==> src/rtl/xdma_pkg.sv <==
// Shared types for the XDMA burst packer: FSM state encoding and
// burst length container with the "zero means maximum" helper.
package xdma_pkg;

  typedef enum logic [1:0] {
    IDLE = 2'd0,
    FILL = 2'd1,
    SEND = 2'd2,
    DONE = 2'd3
  } xdma_packer_state_e;

  localparam int unsigned XDMA_LEN_W = 16;

  typedef logic [XDMA_LEN_W-1:0] xdma_len_t;

  function automatic xdma_len_t xdma_eff_len(
    input xdma_len_t len,
    input xdma_len_t max_len
  );
    return (len == '0) ? max_len : len;
  endfunction

endpackage

==> src/rtl/fifo_v3.sv <==
// Synchronous FIFO with occupancy count; registered storage,
// combinational head read.
module fifo_v3 #(
  parameter int unsigned DATA_WIDTH = 32,
  parameter int unsigned DEPTH      = 16,
  localparam int unsigned AW = (DEPTH > 1) ? $clog2(DEPTH) : 1,
  localparam int unsigned CW = $clog2(DEPTH + 1)
) (
  input  logic                  clk_i,
  input  logic                  rst_ni,
  input  logic                  flush_i,
  output logic                  full_o,
  output logic                  empty_o,
  output logic [CW-1:0]         usage_o,
  input  logic [DATA_WIDTH-1:0] data_i,
  input  logic                  push_i,
  output logic [DATA_WIDTH-1:0] data_o,
  input  logic                  pop_i
);

  logic [DATA_WIDTH-1:0] mem [DEPTH];
  logic [AW-1:0]         wr_ptr;
  logic [AW-1:0]         rd_ptr;
  logic [CW-1:0]         cnt;
  logic                  push_ok;
  logic                  pop_ok;

  assign full_o  = (cnt == CW'(DEPTH));
  assign empty_o = (cnt == '0);
  assign usage_o = cnt;
  assign data_o  = mem[rd_ptr];
  assign push_ok = push_i && !full_o;
  assign pop_ok  = pop_i && !empty_o;

  always_ff @(posedge clk_i or negedge rst_ni) begin
    if (!rst_ni) begin
      wr_ptr <= '0;
      rd_ptr <= '0;
      cnt    <= '0;
    end else if (flush_i) begin
      wr_ptr <= '0;
      rd_ptr <= '0;
      cnt    <= '0;
    end else begin
      if (push_ok) begin
        wr_ptr <= (wr_ptr == AW'(DEPTH - 1)) ? '0 : wr_ptr + AW'(1);
      end
      if (pop_ok) begin
        rd_ptr <= (rd_ptr == AW'(DEPTH - 1)) ? '0 : rd_ptr + AW'(1);
      end
      unique case ({push_ok, pop_ok})
        2'b10:   cnt <= cnt + CW'(1);
        2'b01:   cnt <= cnt - CW'(1);
        default: cnt <= cnt;
      endcase
    end
  end

  // Storage needs no reset: the pointers and count define what is valid.
  always_ff @(posedge clk_i) begin
    if (push_ok) begin
      mem[wr_ptr] <= data_i;
    end
  end

endmodule

==> src/rtl/xdma_burst_packer.sv <==
// Collects len beats from the upstream stream, then replays them as one burst.
// Optional partial flush on input inactivity: XDMA_BURST_PACKER_TIMEOUT_EN.
module xdma_burst_packer
  import xdma_pkg::*;
#(
  parameter int unsigned DATA_WIDTH = 32,
  parameter int unsigned MAX_BURST  = 16,
  parameter int unsigned TIMEOUT    = 8,
  localparam int unsigned LW = $clog2(MAX_BURST + 1)
) (
  input  logic                  clk_i,
  input  logic                  rst_ni,
  input  logic                  start_i,
  input  logic [LW-1:0]         len_i,
  output logic                  busy_o,
  output logic                  done_o,
  output logic                  partial_o,
  input  logic                  inp_valid_i,
  output logic                  inp_ready_o,
  input  logic [DATA_WIDTH-1:0] inp_data_i,
  output logic                  oup_valid_o,
  input  logic                  oup_ready_i,
  output logic [DATA_WIDTH-1:0] oup_data_o,
  output logic                  oup_last_o
);

  localparam logic [LW-1:0] ONE = LW'(1);

  if (TIMEOUT == 0) begin : g_bad_timeout
    $error("TIMEOUT must be at least 1");
  end

  xdma_packer_state_e state_q, state_d;

  logic [LW-1:0]         len_q, len_d;
  logic [LW-1:0]         beat_cnt_q, beat_cnt_d;
  logic                  push;
  logic                  pop;
  logic                  full;
  logic                  empty;
  logic [LW-1:0]         usage;
  logic [DATA_WIDTH-1:0] head;
  logic                  in_fire;
  logic                  timeout;

  assign in_fire = inp_valid_i && inp_ready_o;

  fifo_v3 #(
    .DATA_WIDTH (DATA_WIDTH),
    .DEPTH      (MAX_BURST)
  ) u_buf (
    .clk_i   (clk_i),
    .rst_ni  (rst_ni),
    .flush_i (1'b0),
    .full_o  (full),
    .empty_o (empty),
    .usage_o (usage),
    .data_i  (inp_data_i),
    .push_i  (push),
    .data_o  (head),
    .pop_i   (pop)
  );

`ifdef XDMA_BURST_PACKER_TIMEOUT_EN
  localparam int unsigned TW = $clog2(TIMEOUT + 1);

  logic [TW-1:0] idle_q, idle_d;
  logic          partial_q;

  always_comb begin
    idle_d = idle_q;
    if (state_q != FILL || in_fire) begin
      idle_d = '0;
    end else if (idle_q != TW'(TIMEOUT)) begin
      idle_d = idle_q + TW'(1);
    end
  end

  // With nothing collected the counter just sits saturated in FILL.
  assign timeout = (state_q == FILL) && !in_fire &&
                   (idle_q == TW'(TIMEOUT)) && (beat_cnt_q != '0);

  always_ff @(posedge clk_i or negedge rst_ni) begin
    if (!rst_ni) begin
      idle_q    <= '0;
      partial_q <= 1'b0;
    end else begin
      idle_q <= idle_d;
      if (state_q == IDLE && start_i) begin
        partial_q <= 1'b0;
      end else if (timeout) begin
        partial_q <= 1'b1;
      end
    end
  end

  assign partial_o = done_o && partial_q;
`else
  assign timeout   = 1'b0;
  assign partial_o = 1'b0;
`endif

  always_comb begin
    state_d     = state_q;
    len_d       = len_q;
    beat_cnt_d  = beat_cnt_q;
    push        = 1'b0;
    pop         = 1'b0;
    busy_o      = 1'b0;
    done_o      = 1'b0;
    inp_ready_o = 1'b0;
    oup_valid_o = 1'b0;
    unique case (state_q)
      IDLE: begin
        if (start_i) begin
          len_d      = LW'(xdma_eff_len(xdma_len_t'(len_i),
                                        xdma_len_t'(MAX_BURST)));
          beat_cnt_d = '0;
          state_d    = FILL;
        end
      end
      FILL: begin
        busy_o      = 1'b1;
        inp_ready_o = !full;
        push        = inp_valid_i && !full;
        if (push) begin
          beat_cnt_d = beat_cnt_q + ONE;
          if (beat_cnt_d == len_q) begin
            state_d = SEND;
          end
        end else if (timeout) begin
          len_d   = beat_cnt_q;
          state_d = SEND;
        end
      end
      SEND: begin
        busy_o      = 1'b1;
        oup_valid_o = !empty;
        pop         = oup_valid_o && oup_ready_i;
        if (pop && usage == ONE) begin
          state_d = DONE;
        end
      end
      DONE: begin
        done_o  = 1'b1;
        state_d = IDLE;
      end
      default: state_d = IDLE;
    endcase
  end

  // SEND starts with the whole burst buffered, so one entry left is the last.
  assign oup_last_o = oup_valid_o && (usage == ONE);
  assign oup_data_o = oup_valid_o ? head : '0;

  always_ff @(posedge clk_i or negedge rst_ni) begin
    if (!rst_ni) begin
      state_q    <= IDLE;
      len_q      <= '0;
      beat_cnt_q <= '0;
    end else begin
      state_q    <= state_d;
      len_q      <= len_d;
      beat_cnt_q <= beat_cnt_d;
    end
  end

endmodule

==> config.mk <==
export PLATFORM = sky130hd
export DESIGN_NAME = xdma_burst_packer
export DESIGN_NICKNAME = d
export VERILOG_FILES = /design/src/rtl/xdma_pkg.sv /design/src/rtl/fifo_v3.sv /design/src/rtl/xdma_burst_packer.sv
export SDC_FILE = /design/constraint.sdc
export NUM_CORES = 1
export LEC_CHECK = 0
export CORE_MARGIN = 2
export CORE_UTILIZATION = 65
export DETAILED_ROUTE_END_ITERATION = 6
export PLACE_DENSITY = 0.84
export SLEW_MARGIN = 10
export SYNTH_ARGS = -nofsm -noshare
export SYNTH_HDL_FRONTEND = slang
export SYNTH_SLANG_ARGS = --single-unit
==> constraint.sdc <==
create_clock -name clk_i -period 8.2 [get_ports clk_i]
set_clock_uncertainty 0.1 [all_clocks]
set_input_delay 1.64 -clock clk_i [delete_from_list [all_inputs] [get_ports clk_i]]
set_output_delay 1.64 -clock clk_i [all_outputs]
set_load 0.02 [all_outputs]
=== Yosys cells after proc, flatten, opt, wreduce, memory -nomap -nowiden ===
Memory sizes are Yosys's and may differ from the RTL's.
Index checks and enable logic that the tools add are counted.

* Bits in registers: 25
* Latch bits: 0
* Memory bits (writable): 512
* Bits in read-only memories: 0
* Output and inout bits: 38
* Memories: 1

* Add/sub/neg operators: 5
* Multipliers: 0
* Div/mod/pow operators: 0
* $lt $le $gt $ge: 0
* Equality and inequality tests: 14
* Shift-type cells: 0
* Multiplexer cells: 21
* Bitwise logic cells: 0
* Reductions and logical operators: 17

{| class="wikitable"
|+ Memory list
! memory !! words !! bits a word !! rd ports !! clocked after memory_dff !! wr ports !! line !! RTL
|-
| u_buf.mem || 16 || 32 || 1 || 0 || 1 || fifo_v3.sv:21 || <nowiki>logic [DATA_WIDTH-1:0] mem [DEPTH];</nowiki>
|}

{| class="wikitable"
|+ Operators with widths
! cell !! count
|-
| two-way mux 32 bit || 1
|-
| one-hot mux 5 bit (2 select lines) || 2
|-
| two-way mux 5 bit || 3
|-
| adder 5 x 1 -> 5 bit (second input constant) || 2
|-
| zero test 5 bit || 2
|-
| adder 4 x 1 -> 4 bit (second input constant) || 2
|-
| equality test 4 bit (second input constant) || 2
|-
| two-way mux 1 bit || 8
|-
| two-way mux 2 bit || 4
|-
| two-way mux 4 bit || 2
|-
| inequality test 2 bit (second input constant) || 4
|-
| one-hot mux 2 bit (4 select lines) || 1
|-
| equality test 2 bit (second input constant) || 3
|-
| logical AND 1 bit || 6
|-
| equality test 5 x 1 -> 1 bit (second input constant) || 1
|-
| equality test 5 bit || 1
|-
| equality test 5 bit (second input constant) || 1
|-
| subtractor 5 x 1 -> 5 bit (second input constant) || 1
|-
| equality test 2 x 1 -> 1 bit (second input constant) || 2
|-
| AND reduction 4 bit || 1
|-
| nonzero test 2 bit || 2
|-
| AND reduction 3 bit || 1
|-
| zero test 1 bit || 2
|-
| zero test 2 bit || 1
|-
| other kinds (2) || 2
|}

=== Longest topological paths before layout ===
Gate-level depths: netlist of run 1.

* Depth in word-level cells: 7
* Depth in mapped cells: 11
* Mapped depth without buffers: 11

=== Cells and area by module ===
From an unflattened synthesis of run 1, not the netlist that was laid out.

* Cells, all modules: 1190
* Area, all modules: 21504.4 um^2

{| class="wikitable"
|+ Modules (own cells, without submodules)
! module !! times used !! cells each !! area each (um^2)
|-
| fifo_v3 || 1 || 1075 || 20520.9
|-
| xdma_burst_packer || 1 || 115 || 983.4
|}

=== Least setup slack after synthesis of run 1 ===
OpenSTA, ideal clock, no wires.

* Path type: in2reg
* Start point: in inp_valid_i
* End point: mem u_buf.mem[11][0] (enable)
* Data arrival time: 4635 ps
* Data required time: 7632 ps
* Path slack: 2997 ps
* Stages: 4
* Buffers on the path: 1
* Cells stage by stage: and3_1 clkbuf_1 nand2_1 nor3b_1

* Longest elaborated chain between the ends: 5

{| class="wikitable"
|+ RTL lines
! item !! line !! RTL
|-
| start: declaration || xdma_burst_packer.sv:18 || <nowiki>input logic inp_valid_i,</nowiki>
|-
| logical AND 1 bit || xdma_burst_packer.sv:125 || <nowiki>push = inp_valid_i && !full;</nowiki>
|-
| two-way mux 1 bit || xdma_burst_packer.sv:113 || <nowiki>unique case (state_q)</nowiki>
|-
| logical AND 1 bit || fifo_v3.sv:32 || <nowiki>assign push_ok = push_i && !full_o;</nowiki>
|-
| two-way mux 1 bit || fifo_v3.sv:61 || <nowiki>if (push_ok) begin</nowiki>
|-
| two-way mux 1 bit (implied by the code) || fifo_v3.sv:62 || <nowiki>mem[wr_ptr] <= data_i;</nowiki>
|-
| end: declaration || fifo_v3.sv:21 ||
|}

No other way between the ends.

=== Final worst setup path of run 1 ===
* Start point: reg u_buf.rd_ptr[0]
* End point: out oup_data_o[22]

* Longest elaborated chain between the ends: 2

{| class="wikitable"
|+ RTL lines
! item !! line !! RTL
|-
| start: declaration || fifo_v3.sv:23 || <nowiki>logic [AW-1:0] rd_ptr;</nowiki>
|-
| start signal: assignment || fifo_v3.sv:49 || <nowiki>rd_ptr <= (rd_ptr == AW'(DEPTH - 1)) ? '0 : rd_ptr + AW'(1);</nowiki>
|-
| memory read (16 x 32 bit) || n/a ||
|-
| two-way mux 32 bit || xdma_burst_packer.sv:154 || <nowiki>assign oup_data_o = oup_valid_o ? head : '0;</nowiki>
|-
| end: declaration || xdma_burst_packer.sv:23 || <nowiki>output logic [DATA_WIDTH-1:0] oup_data_o,</nowiki>
|}

No other way between the ends.

==> flow_metrics.env, run 1 <==
export IMPL_grt_max_degree=71
export IMPL_tightest_slew_ps=1310
export IMPL_period_share_pct=69.9
export IMPL_cts_setup_buffers=0
export IMPL_final_area_um2=24000
export IMPL_ys_seq_area_share_pct=75.7
export IMPL_dp_cells=1466
export IMPL_layout_common_cells="edfxtp_1 (512), mux4_2 (128), clkdlybuf4s50_1 (77)"
export IMPL_h_tree_depth=2
export IMPL_syn_cell_area_um2=21100
export IMPL_grt_pass1_vias=10936
export IMPL_cts_tree="done"
export IMPL_clkTransAtPathRegs_ps=60
export IMPL_setup_ws_ps=2470
export IMPL_num_io_pins=80
export IMPL_critPathKind="reg2out"
export IMPL_coreArea_um2=32300
export IMPL_fmax_mhz=174
export IMPL_hpwl_um=21000
export IMPL_final_common_cell="edfxtp_1"
export IMPL_die_x_um=184
export IMPL_place_gp_congestion=0.762
export IMPL_wl_met1_um=16700
export IMPL_worstSkewPairLatency_ps=580
export IMPL_met2_length_um=23300
export IMPL_hp_class="reg2reg"
export IMPL_ant_nets=0
export IMPL_post_cts_resized=0
export IMPL_status="completed"
export IMPL_setup_tns_ps=0
export IMPL_seq_area_um2=16000
export IMPL_pre_cts_slack_ps=3110
export IMPL_clkSinkCount=537
export IMPL_crit_required_ps=6460
export IMPL_cts_buffer_depth=3
export IMPL_fp_row_count=66
export IMPL_synth_cell_type_count=43
export IMPL_stdcell_count=1560
export IMPL_grt_antenna_before_repair=1
export IMPL_first_pass_iters=5
export IMPL_cap_violations=0
export IMPL_globalRouteOverflowTotal=0
export IMPL_cts_buffers=51
export IMPL_finalHoldViolations=0
export IMPL_wire_per_inst_um=29.4
export IMPL_numPortBuffers=78
export IMPL_synthesis_nets=1045
export IMPL_period_needed_ps=5730
export IMPL_vias=10480
export IMPL_area_growth_pct=13.4
export IMPL_setup_viol=0
export IMPL_cts_hold_fix_buffers=0
export IMPL_syn_area_per_cell_um2=21.4
export IMPL_synthArstFlopShare_pct=4.66
export IMPL_drtIter0Drc=1310
export IMPL_fp_dieArea_um2=34000
export IMPL_ctsRootBufferMaster="clkbuf_16"
export IMPL_synthCells=988
export IMPL_nets=1134
export IMPL_cp_slowest_stage_delay_ps=770
export IMPL_synth_seq_cells=537
export IMPL_leakagePower_uw=0.00759
export IMPL_crit_chain="buf_4 -> mux4_2 -> nor2b_1 -> a211oi_1 -> a211oi_1 -> clkdlybuf4s50_1"
export IMPL_powerDensity_nw_per_um2=324
export IMPL_cp_common_cell="a211oi_1"
export IMPL_synth_edf_count=512
export IMPL_track_usage_pct=28.0
export IMPL_initial_core_util_pct=65.4
export IMPL_drv_slew=0
export IMPL_crit_arrival_ps=3990
export IMPL_worstPathMaxFanout=42
export IMPL_start_kind="register"
export IMPL_drive_gt1_share_pct=20.9
export IMPL_dpl_instance_area_um2=22400
export IMPL_final_util_pct=74.2
export IMPL_top_layer="met4"
export IMPL_drc=0
export IMPL_rsz0062_at_grt="no"
export IMPL_grt_pass1_wl_um=67700
export IMPL_peakVddDrop_mv=0.203
export IMPL_cp_slowest_cell="buf_4"
export IMPL_relSlewSlack_pct=12.8
export IMPL_vias_per_cell=6.72
export IMPL_synth_ff_type="edfxtp_1"
export IMPL_routed_wl_um=45900
export IMPL_end_kind="output port"
export IMPL_multi_input_area_um2=4890
export IMPL_wl_met3_um=4220
export IMPL_yosysWarnings=0
export IMPL_fillers=1720
export IMPL_die_h_um=184
sequential cells by signal (all words and copies together) (netlist names):
name           flops
u_buf.rd_ptr       4
u_buf.wr_ptr       4
u_buf.usage_o      5
len_q              5
beat_cnt_q         5
u_buf.mem        512
state_q            2
critical path: cells and delay by family, from the launching register on:
family,cells,cell delay (ps)
AOI/OAI and AO/OA,2,420
buffers and inverters,2,1390
DFF,1,760
muxes,1,650
and+or+nand+nor,1,170
metrics by stage:
step	hold slack [ps]	power, uW
finish	401	7770
global route	410	8030
CTS	400	7800
detailed placement	389	5500
global placement	380	5440
floorplan	364	4880
worst paths after layout:
| path | start | endpoint | slack, ps | depth (start not counted) |
|---|---|---|---|---|
| max | u_buf.rd_ptr[0]$_DFFE_PN0P_ | oup_data_o[22] | 2470 | 6 |
| min | u_buf.usage_o[4]$_DFFE_PN0P_ | u_buf.usage_o[4]$_DFFE_PN0P_ | 400 | 1 |
| max reg2reg | u_buf.usage_o[0]$_DFFE_PN0P_ | u_buf.usage_o[3]$_DFFE_PN0P_ | 4530 | 11 |
| min reg2reg | u_buf.usage_o[4]$_DFFE_PN0P_ | u_buf.usage_o[4]$_DFFE_PN0P_ | 400 | 1 |
| max in group asynchronous | rst_ni | u_buf.rd_ptr[0]$_DFFE_PN0P_ | 6630 | 1 |
| min in group asynchronous | rst_ni | u_buf.usage_o[4]$_DFFE_PN0P_ | 940 | 1 |
report_power, final:
| part | total (uW) | internal [uW] | switching, uW |
|---|---|---|---|
| logic | 2130 | 1030 | 1100 |
| clock network | 2270 | 1290 | 979 |
| registers | 3360 | 3150 | 208 |
logic make-up (layout without fill, tap and decap cells):
family          Yosys count  count (layout)  synth area share, %
simple gates             96              96                 2.62
other cells               1               2               0.0177
buf+inv                  64             193                 1.33
compound gates           93              93                 3.26
flops                   537             537                 75.7
xor+xnor                 14              14                0.580
mux                     168             168                 15.6
fa+ha+maj                15              15                0.888
synthesized netlist by cell type (4+ instances only):
| library cell | instances | area share (%) |
|---|---|---|
| buf_1 | 7 | 0.12 |
| a21oi_1 | 4 | 0.095 |
| nor2b_1 | 34 | 1.0 |
| nand2_1 | 13 | 0.23 |
| buf_2 | 17 | 0.40 |
| clkbuf_1 | 25 | 0.44 |
| mux4_2 | 128 | 14 |
| nor2_1 | 11 | 0.20 |
| a211oi_1 | 64 | 2.3 |
| nand4b_1 | 5 | 0.21 |
| o21ai_0 | 9 | 0.21 |
| edfxtp_1 | 512 | 73 |
| buf_4 | 5 | 0.18 |
| xor2_1 | 6 | 0.25 |
| and3_1 | 9 | 0.27 |
| inv_1 | 9 | 0.16 |
| ha_1 | 15 | 0.89 |
| and2_1 | 7 | 0.21 |
| xnor2_1 | 8 | 0.33 |
| nand3_1 | 7 | 0.17 |
| mux2_2 | 5 | 0.27 |
| o31ai_1 | 4 | 0.14 |
| mux2i_1 | 34 | 1.6 |
| dfrtp_1 | 25 | 3.0 |
final cells by class:
| cell class | count | share of cell area (%) |
|---|---|---|
| clock inverters | 22 | 0.909 |
| clock buffers | 71 | 5.73 |
| inverters | 10 | 0.157 |
| well taps | 442 | 2.31 |
| flip-flops and latches | 537 | 66.8 |
| repair buffers | 90 | 3.67 |
| multi-input cells | 387 | 20.4 |
| diodes | 1 | 0.0104 |
metal layers:
| layer | vias up | global-route usage (%) |
|---|---|---|
| li1 | 4321 | - |
| met1 | 5370 | 36.9 |
| met2 | 669 | 47.1 |
| met3 | 120 | 5.43 |
| met4 | 0 | 11.2 |
| met5 | - | 0 |
Power figures use the tool's default switching activity.
==> run 2, diff against run 1 <==
CORE_UTILIZATION = 55   (was 65)
PLACE_DENSITY = 0.76   (was 0.84)
clock period = 5.1 ns   (was 8.2 ns; I/O delays follow)
==> flow_metrics.env, run 2 (same netlist as run 1, synthesis figures left out) <==
export IMPL_met2_length_um=21500
export IMPL_grt_pass1_vias=10447
export IMPL_internal_power_uw=8780
export IMPL_relSlewSlack_pct=20.6
export IMPL_num_io_pins=80
export IMPL_top_layer="met4"
export IMPL_grt_antenna_before_repair=1
export IMPL_die_x_um=200
export IMPL_peakVddDrop_mv=0.358
export IMPL_hold_ws_ps=409
export IMPL_ctsRootBufferMaster="clkbuf_16"
export IMPL_drtIter0Drc=997
export IMPL_clkTransAtPathRegs_ps=60
export IMPL_setup_tns_ps=0
export IMPL_finalHoldViolations=0
export IMPL_crit_arrival_ps=3500
export IMPL_grt_pass1_wl_um=65800
export IMPL_setup_viol=0
export IMPL_p_seq_share_pct=43.8
export IMPL_end_kind="output port"
export IMPL_area_growth_pct=14.6
export IMPL_h_tree_depth=2
export IMPL_final_common_cell="edfxtp_1"
export IMPL_cts_setup_buffers=0
export IMPL_switching_power_uw=3610
export IMPL_grt_max_degree=67
export IMPL_worstSkewPairLatency_ps=580
export IMPL_tightest_slew_ps=1190
export IMPL_wl_met1_um=18400
export IMPL_routed_wl_um=44200
export IMPL_vias=10282
export IMPL_leakagePower_uw=0.00771
export IMPL_clkPwrFrac_pct=28.6
export IMPL_fp_dieArea_um2=40000
export IMPL_crit_required_ps=3980
export IMPL_drc=0
export IMPL_period_share_pct=90.5
export IMPL_cts_buffers=52
export IMPL_numPortBuffers=78
export IMPL_globalRouteOverflowTotal=0
export IMPL_comb_power_share_pct=27.7
export IMPL_vias_per_cell=6.23
export IMPL_cts_tree="done"
export IMPL_seq_area_um2=16000
export IMPL_coreArea_um2=37800
export IMPL_worstPathMaxFanout=35
export IMPL_fillers=2476
export IMPL_status="completed"
export IMPL_fp_row_count=71
export IMPL_stdcell_count=1651
export IMPL_top_register="u_buf.mem"
export IMPL_die_h_um=200
export IMPL_cap_violations=0
export IMPL_largest_register_ffs=512
export IMPL_hpwl_um=23600
export IMPL_post_cts_resized=0
export IMPL_clkSinkCount=537
export IMPL_critPathKind="reg2out"
export IMPL_track_usage_pct=22.9
export IMPL_dp_cells=1559
export IMPL_multi_input_area_um2=4890
export IMPL_layout_common_cells="edfxtp_1 (512), mux4_2 (128), clkdlybuf4s50_1 (78)"
export IMPL_swShare_pct=29.1
export IMPL_initial_core_util_pct=56.0
export IMPL_ant_nets=0
export IMPL_start_kind="register"
export IMPL_wire_per_inst_um=26.8
export IMPL_period_needed_ps=4620
export IMPL_drive_gt1_share_pct=22.8
export IMPL_first_pass_iters=5
export IMPL_wl_met3_um=3320
export IMPL_powerDensity_nw_per_um2=511
export IMPL_rsz0062_at_grt="no"
export IMPL_cts_buffer_depth=3
export IMPL_cts_hold_fix_buffers=0
export IMPL_drv_slew=0
export IMPL_nets=1159
export IMPL_hp_class="reg2reg"
export IMPL_place_gp_congestion=0.740
export IMPL_fmax_mhz=217
-- run 2: path summary, 6_finish.rpt --
check / end / slack, ps / cells past startpoint / from
worst max-delay path: oup_data_o[14] / 480 / 6 / u_buf.rd_ptr[1]$_DFFE_PN0P_
worst min-delay path: u_buf.usage_o[4]$_DFFE_PN0P_ / 410 / 1 / u_buf.usage_o[4]$_DFFE_PN0P_
worst max register to register: u_buf.usage_o[3]$_DFFE_PN0P_ / 1920 / 11 / u_buf.usage_o[0]$_DFFE_PN0P_
worst min register to register: u_buf.usage_o[4]$_DFFE_PN0P_ / 410 / 1 / u_buf.usage_o[4]$_DFFE_PN0P_
max in group asynchronous: u_buf.rd_ptr[0]$_DFFE_PN0P_ / 3900 / 2 / rst_ni
min in group asynchronous: u_buf.usage_o[4]$_DFFE_PN0P_ / 720 / 2 / rst_ni
-- run 2: final cells by class --
type | instances | share of cell area [%]
Timing Repair Buffer | 114 | 4.50
Antenna cell | 1 | 0.0103
Clock inverter | 27 | 0.718
Tap cell | 511 | 2.64
Clock buffer | 64 | 5.65
Sequential cell | 537 | 66.1
Multi-Input combinational cell | 387 | 20.2
Inverter | 10 | 0.155
-- run 2: routing by layer --
metal	global-route usage [%]	vias up
met5	0	-
met3	4.60	70
met1	32.8	5447
met2	36.6	404
li1	-	4361
met4	6.80	0
-- run 2: critical path: stages, from the launching register on --
cell and delay [ps]:
dfrtp_4 820, buf_4 410, mux4_2 270, nor2b_1 180, a211oi_1 80, a211oi_1 440
clkdlybuf4s50_1 700
-- run 2: through the flow --
step | setup WS (ps) | util [%] | instance area (um^2) | total power, uW
3_5_place_dp | 1130 | 60.0 | 22700 | 8950
5_1_grt | 331 | 64.1 | 24200 | 12900
4_1_cts | 457 | 64.1 | 24200 | 12500
6_report | 483 | 64.1 | 24200 | 12400
3_3_place_gp | 1150 | 60.0 | 22700 | 8880
2_1_floorplan | 517 | - | 21100 | 7850
-- run 2: power groups by stage --
stage / logic, uW / clock network, uW / registers [uW]
2_1_floorplan: 2610 / 0 / 5230
5_1_grt: 3700 / 3740 / 5460
4_1_cts: 3480 / 3590 / 5420
3_3_place_gp: 3380 / 0 / 5500
3_5_place_dp: 3440 / 0 / 5510
6_report: 3420 / 3540 / 5420
